`src/rtl/ys_poly_small_ctrl3_pkg.sv`:
```
// Shared constants, FSM encoding and sizing helper for the ys_poly_small mode controllers.
package ys_poly_small_ctrl3_pkg;

  localparam int unsigned NtruN = 509;
  localparam int unsigned DefAw = 8;

  typedef enum logic [1:0] {
    StIdle  = 2'd0,
    StRun   = 2'd1,
    StFlush = 2'd2,
    StDone  = 2'd3
  } state_e;

  function automatic int unsigned ceil_half(input int unsigned x);
    return (x + 1) / 2;
  endfunction

endpackage

```
`src/rtl/ys_poly_small_wpipe.sv`:
```
// Depth-stage delay line carrying per-port write valids and addresses to the RAM2 write side.
module ys_poly_small_wpipe #(
  parameter int unsigned Depth = 2,
  parameter int unsigned AW    = 8
) (
  input  logic          clk,
  input  logic          rst_n,
  input  logic          va_i,
  input  logic          vb_i,
  input  logic [AW-1:0] addra_i,
  input  logic [AW-1:0] addrb_i,
  output logic          wea_o,
  output logic          web_o,
  output logic [AW-1:0] addra_o,
  output logic [AW-1:0] addrb_o
);

  logic [Depth-1:0] va_q, va_d, vb_q, vb_d;
  logic [AW-1:0]    addra_q [Depth];
  logic [AW-1:0]    addra_d [Depth];
  logic [AW-1:0]    addrb_q [Depth];
  logic [AW-1:0]    addrb_d [Depth];

  // Addresses only advance alongside a valid, so idle ports keep their last address.
  always_comb begin
    va_d[0]    = va_i;
    vb_d[0]    = vb_i;
    addra_d[0] = va_i ? addra_i : addra_q[0];
    addrb_d[0] = vb_i ? addrb_i : addrb_q[0];
    for (int unsigned k = 1; k < Depth; k++) begin
      va_d[k]    = va_q[k-1];
      vb_d[k]    = vb_q[k-1];
      addra_d[k] = va_q[k-1] ? addra_q[k-1] : addra_q[k];
      addrb_d[k] = vb_q[k-1] ? addrb_q[k-1] : addrb_q[k];
    end
  end

  always_ff @(posedge clk or negedge rst_n) begin
    if (!rst_n) begin
      va_q    <= '0;
      vb_q    <= '0;
      addra_q <= '{default: '0};
      addrb_q <= '{default: '0};
    end else begin
      va_q    <= va_d;
      vb_q    <= vb_d;
      addra_q <= addra_d;
      addrb_q <= addrb_d;
    end
  end

  assign wea_o   = va_q[Depth-1];
  assign web_o   = vb_q[Depth-1];
  assign addra_o = addra_q[Depth-1];
  assign addrb_o = addrb_q[Depth-1];

endmodule

```
`src/rtl/ys_poly_small_ctrl3.sv`:
```
// Mode-3 sequencer: streams RAM1 word pairs to the datapath and aligns RAM2 writes to its output.
module ys_poly_small_ctrl3
  import ys_poly_small_ctrl3_pkg::*;
#(
  parameter int unsigned N       = NtruN,
  parameter int unsigned AW      = DefAw,
  parameter int unsigned RD_LAT  = 1,
  parameter int unsigned EXE_LAT = 1
) (
  input  logic          clk,
  input  logic          rst_n,
  input  logic          start,
  output logic          busy,
  output logic          done,
  output logic          ram1_ena,
  output logic          ram1_enb,
  output logic [AW-1:0] ram1_addra,
  output logic [AW-1:0] ram1_addrb,
  output logic          f_ctr,
  output logic          ram2_wea,
  output logic          ram2_web,
  output logic [AW-1:0] ram2_addra,
  output logic [AW-1:0] ram2_addrb
);

  localparam int unsigned W    = ceil_half(N);
  localparam int unsigned B    = ceil_half(W);
  localparam int unsigned PIPE = RD_LAT + EXE_LAT;

  if (W > (32'd1 << AW)) begin : g_aw_check
    $error("ys_poly_small_ctrl3: W words do not fit in AW address bits");
  end

  state_e              state_q, state_d;
  logic [AW-1:0]       j_q, j_d;
  logic [RD_LAT-1:0]   fdly_q, fdly_d;
  logic                run;
  logic                beat0;

  always_ff @(posedge clk or negedge rst_n) begin
    if (!rst_n) begin
      state_q <= StIdle;
      j_q     <= '0;
      fdly_q  <= '0;
    end else begin
      state_q <= state_d;
      j_q     <= j_d;
      fdly_q  <= fdly_d;
    end
  end

  // j counts beats in RUN and is reused as the drain counter in FLUSH.
  always_comb begin
    state_d = state_q;
    j_d     = j_q;
    fdly_d  = RD_LAT'({fdly_q, beat0});
    case (state_q)
      StIdle: begin
        if (start) begin
          state_d = StRun;
          j_d     = '0;
        end
      end
      StRun: begin
        if (j_q == AW'(B - 1)) begin
          state_d = StFlush;
          j_d     = '0;
        end else begin
          j_d = j_q + AW'(1);
        end
      end
      StFlush: begin
        if (j_q == AW'(PIPE - 1)) begin
          state_d = StDone;
          j_d     = '0;
        end else begin
          j_d = j_q + AW'(1);
        end
      end
      StDone:  state_d = StIdle;
      default: state_d = StIdle;
    endcase
  end

  always_comb begin
    run        = (state_q == StRun);
    busy       = run || (state_q == StFlush);
    done       = (state_q == StDone);
    beat0      = run && (j_q == '0);
    ram1_ena   = run;
    ram1_enb   = run && ((2 * 32'(j_q) + 1) < W);
    ram1_addra = run ? {j_q[AW-2:0], 1'b0} : '0;
    ram1_addrb = ram1_enb ? {j_q[AW-2:0], 1'b1} : '0;
    f_ctr      = fdly_q[RD_LAT-1];
  end

  ys_poly_small_wpipe #(
    .Depth(PIPE),
    .AW   (AW)
  ) u_wpipe (
    .clk    (clk),
    .rst_n  (rst_n),
    .va_i   (ram1_ena),
    .vb_i   (ram1_enb),
    .addra_i(ram1_addra),
    .addrb_i(ram1_addrb),
    .wea_o  (ram2_wea),
    .web_o  (ram2_web),
    .addra_o(ram2_addra),
    .addrb_o(ram2_addrb)
  );

endmodule

```
`config.mk`:
```
export PLATFORM = sky130hd
export DESIGN_NAME = ys_poly_small_ctrl3
export DESIGN_NICKNAME = d
export VERILOG_FILES = /design/src/rtl/ys_poly_small_ctrl3_pkg.sv /design/src/rtl/ys_poly_small_wpipe.sv /design/src/rtl/ys_poly_small_ctrl3.sv
export SDC_FILE = /design/constraint.sdc
export NUM_CORES = 1
export LEC_CHECK = 0
export ABC_AREA = 0
export ABC_CLOCK_PERIOD_IN_PS = 3600
export CAP_MARGIN = 20
export CORE_MARGIN = 3
export CORE_UTILIZATION = 55
export CTS_BUF_LIST = sky130_fd_sc_hd__clkbuf_4 sky130_fd_sc_hd__clkbuf_8
export CTS_CLUSTER_DIAMETER = 120
export CTS_CLUSTER_SIZE = 16
export DETAILED_ROUTE_END_ITERATION = 10
export PLACE_DENSITY = 0.83
export SETUP_SLACK_MARGIN = 0.02
export SYNTH_ARGS = -nofsm -noshare
export SYNTH_HDL_FRONTEND = slang
export SYNTH_SLANG_ARGS = --single-unit
```
`constraint.sdc`:
```
create_clock -name clk -period 3.6 [get_ports clk]
set_input_delay 0.72 -clock clk [delete_from_list [all_inputs] [get_ports clk]]
set_output_delay 0.72 -clock clk [all_outputs]
set_load 0.03 [all_outputs]
```
==> impl_metrics.toml <==
[floorplan]
initial_utilization = 0.604
rows = 21
ios = 42
core_area_um2 = 3520
die_area_um2 = 4650
die_width_um = 68.2
dieHeight_um = 68.2

[hold_path]
hold_class = "register to register"
whs_path_depth = 1

[drt]
drt_iter0_markers = 107
post_drt_wl_per_cell_um = 16.5
drt_pre_antenna_iters = 4
routed_wl_um = 4260
route.detailed.drc = 0
via_per_inst = 5.65
via_count = 1457
ant_nets = 0

[timing]
relSlewSlack = 0.351
setup_viol = 0
period_needed_ns = 3.34
drv_slew = 0
finClkSkew_ns = 0.00996
fin_tns_setup_ns = 0
rsz0062_at_grt = "no"
max_clock_freq_mhz = 300
tightest_slew_ns = 0.974
finalCritPeriodShare = 0.927
hold_violations = 0

[layout]
layout-drive-gt1-share = 0.142
nets = 223
final_core_util = 0.717
n_antenna_cell = 0
area_delta_synth_final_pct = 18.8

[power_and_ir_drop]
seqPwrFrac = 0.371
p_int_mw = 1.07
power_per_cell_area_nw_per_um2 = 703
vdd_drop_max_v = 0.000511
swShare = 0.395
comb_power_share = 0.425
switchingPower_mw = 0.701
p_clk_frac = 0.205
p_leak_nw = 1.31

[worst_setup_path]
reg2reg_depth = 6
cpLargestDelayFamily = "buffers and inverters"
crit_required_ns = 2.88
cp.depth = 5
critPathKind = "register to output pin"
critPathMaxStageDelay_ns = 0.60
critPathArrivalTime_ns = 2.62
critPathBufInv = 2
crit_path_end_kind = "output pin"
cp_max_fo = 9
critPathLaunchType = "register"
path_cells = "nand3_1 > o31ai_2 > or2_2 > inv_1 > clkdlybuf4s50_1"
slowest_stage = "o31ai_2"

[clock_network]
cts.hold.buffers_added = 0
htree_levels = 2
cts_tree = "built"
cts_root_buf = "clkbuf_8"
cts_sinks = 45
insertion_delay_ns = 0.30
clockBufferDepth = 2
clk_pin_slew_worst_paths_ns = 0.08
cts_made_buffers = 5

[synthesis]
syn_area_um2 = 2130
yosysWarnings = 0
postSynthAreaPerCell_um2 = 11.3
synth.top_cell.area_share = 0.530
ys_ff_latch = 45
ys_seq_area_frac = 0.530
synth.area.top_cells = "dfrtp_1, mux2_2, buf_4"
syn-instance-count = 188
post_synth_num_cell_types = 35
synth.largest_area_cell = "dfrtp_1"

[run]
maxCapViolCount = 0

[global_route]
grt_pass1_vias = 1455
gr-total-overflow = 0
grt_max_degree = 46
grt_pass1_wl_um = 7020
grt_use_total = 0.211
antenna_found_initial = 0

[placement]
dpl.hpwl_um = 3140
gp_congestion = 0.867
portBuffers = 39

[outcome]
status = "completed"
layout by cell type, fill, tap and decap left out, drive strengths merged, types with 3 or more instances in the layout:
master         count
a21o              14
clkbuf             5
clkdlybuf4s50     38
dfrtp             45
ha                 8
inv               17
mux2              16
nand2             18
nor2               8
nor3               6
o2111ai            3
o21ai              4
through the flow:
| step | setup slack, ns | std cells | hold WS (ns) | area [um^2] | total power [mW] |
|---|---|---|---|---|---|
| global route | 0.130 | 258 | 0.490 | 2520 | 1.87 |
| global placement | 0.601 | 251 | 0.451 | 2410 | 1.39 |
| detailed placement | 0.482 | 251 | 0.450 | 2410 | 1.42 |
| CTS | 0.127 | 258 | 0.472 | 2520 | 1.78 |
| finish | 0.261 | 258 | 0.469 | 2520 | 1.78 |
| floorplan | 0.675 | 189 | 0.352 | 2130 | 1.20 |
cell type report:
| class | instances | area, um^2 |
|---|---|---|
| fillers | 242 | 996 |
| repair buffers | 39 | 385 |
| well taps | 46 | 57.6 |
| flip-flops and latches | 45 | 1130 |
| clock inverters | 2 | 35.0 |
| multi-input cells | 104 | 788 |
| inverters | 17 | 63.8 |
| clock buffers | 5 | 68.8 |
synthesized netlist by cell type:
master,instances
clkbuf_2,1
nor3_1,5
nor4_1,1
conb_1,1
o221ai_1,2
o22ai_1,2
a21oi_1,1
clkbuf_1,3
or4_1,1
nor2_1,8
mux2_2,15
nand2b_1,1
o21ai_2,1
and2_1,1
o41a_1,1
buf_4,19
inv_1,17
mux2i_1,2
or4_4,1
nor3_4,1
a21o_1,14
nand2_1,18
or2_2,1
mux2_1,1
nor2b_1,2
o21ai_0,3
o211ai_1,2
o41a_4,1
dfrtp_1,45
o31ai_1,2
nand3_1,2
ha_1,8
o2111ai_1,3
o21a_1,1
nor3b_1,1
cell families after synthesis:
kind of cell,synth area share
flops,0.530
simple gates,0.100
buf+inv,0.105
compound gates,0.122
mux,0.0942
fa+ha+maj,0.0471
other cells,0.00176
flip-flops by register name (all words and copies together), names as in the netlist:
name and flops:
u_wpipe.addra_o 7, u_wpipe.va_q 2, f_ctr 1, u_wpipe.addra_q 7
u_wpipe.addrb_q 8, j_q 8, u_wpipe.addrb_o 8, state_q 2
u_wpipe.vb_q 2
per-layer routing:
metal | vias up | global-route usage | routed length (um)
met2 | 62 | 0.361 | 2180
met4 | 0 | 0.0769 | 121
met3 | 17 | 0.0542 | 238
met5 | - | 0 | 0
met1 | 709 | 0.255 | 1730
li1 | 669 | - | -
repair_timing:
| item | 4_1_cts | 5_1_grt |
|---|---|---|
| endpoints found under the hold margin | 0 | 0 |
| endpoints found under the setup margin | 0 | 2 |
| resized for setup | 0 | 2 |
| setup buffers | 0 | 0 |
power groups by stage:
stage	logic [mW]	registers [mW]	clock network [mW]
after floorplan	0.547	0.656	0
after global placement	0.730	0.656	0
after detailed placement	0.751	0.668	0
after CTS	0.755	0.657	0.368
after global routing	0.807	0.672	0.392
final	0.754	0.658	0.363
worst paths after layout:
kind,startpoint,slack (ns),to
worst max register to register,state_q[0],1.35,j_q[6]
worst min-delay path,u_wpipe.addrb_q[8],0.47,u_wpipe.addrb_q[8]
min in group asynchronous,rst_n,0.58,u_wpipe.vb_q[0]
worst min register to register,u_wpipe.addrb_q[8],0.47,u_wpipe.addrb_q[8]
worst max-delay path,j_q[2],0.26,ram1_addrb[0]
max in group asynchronous,rst_n,2.41,u_wpipe.addrb_q[9]
Power figures use the tool's default switching activity.
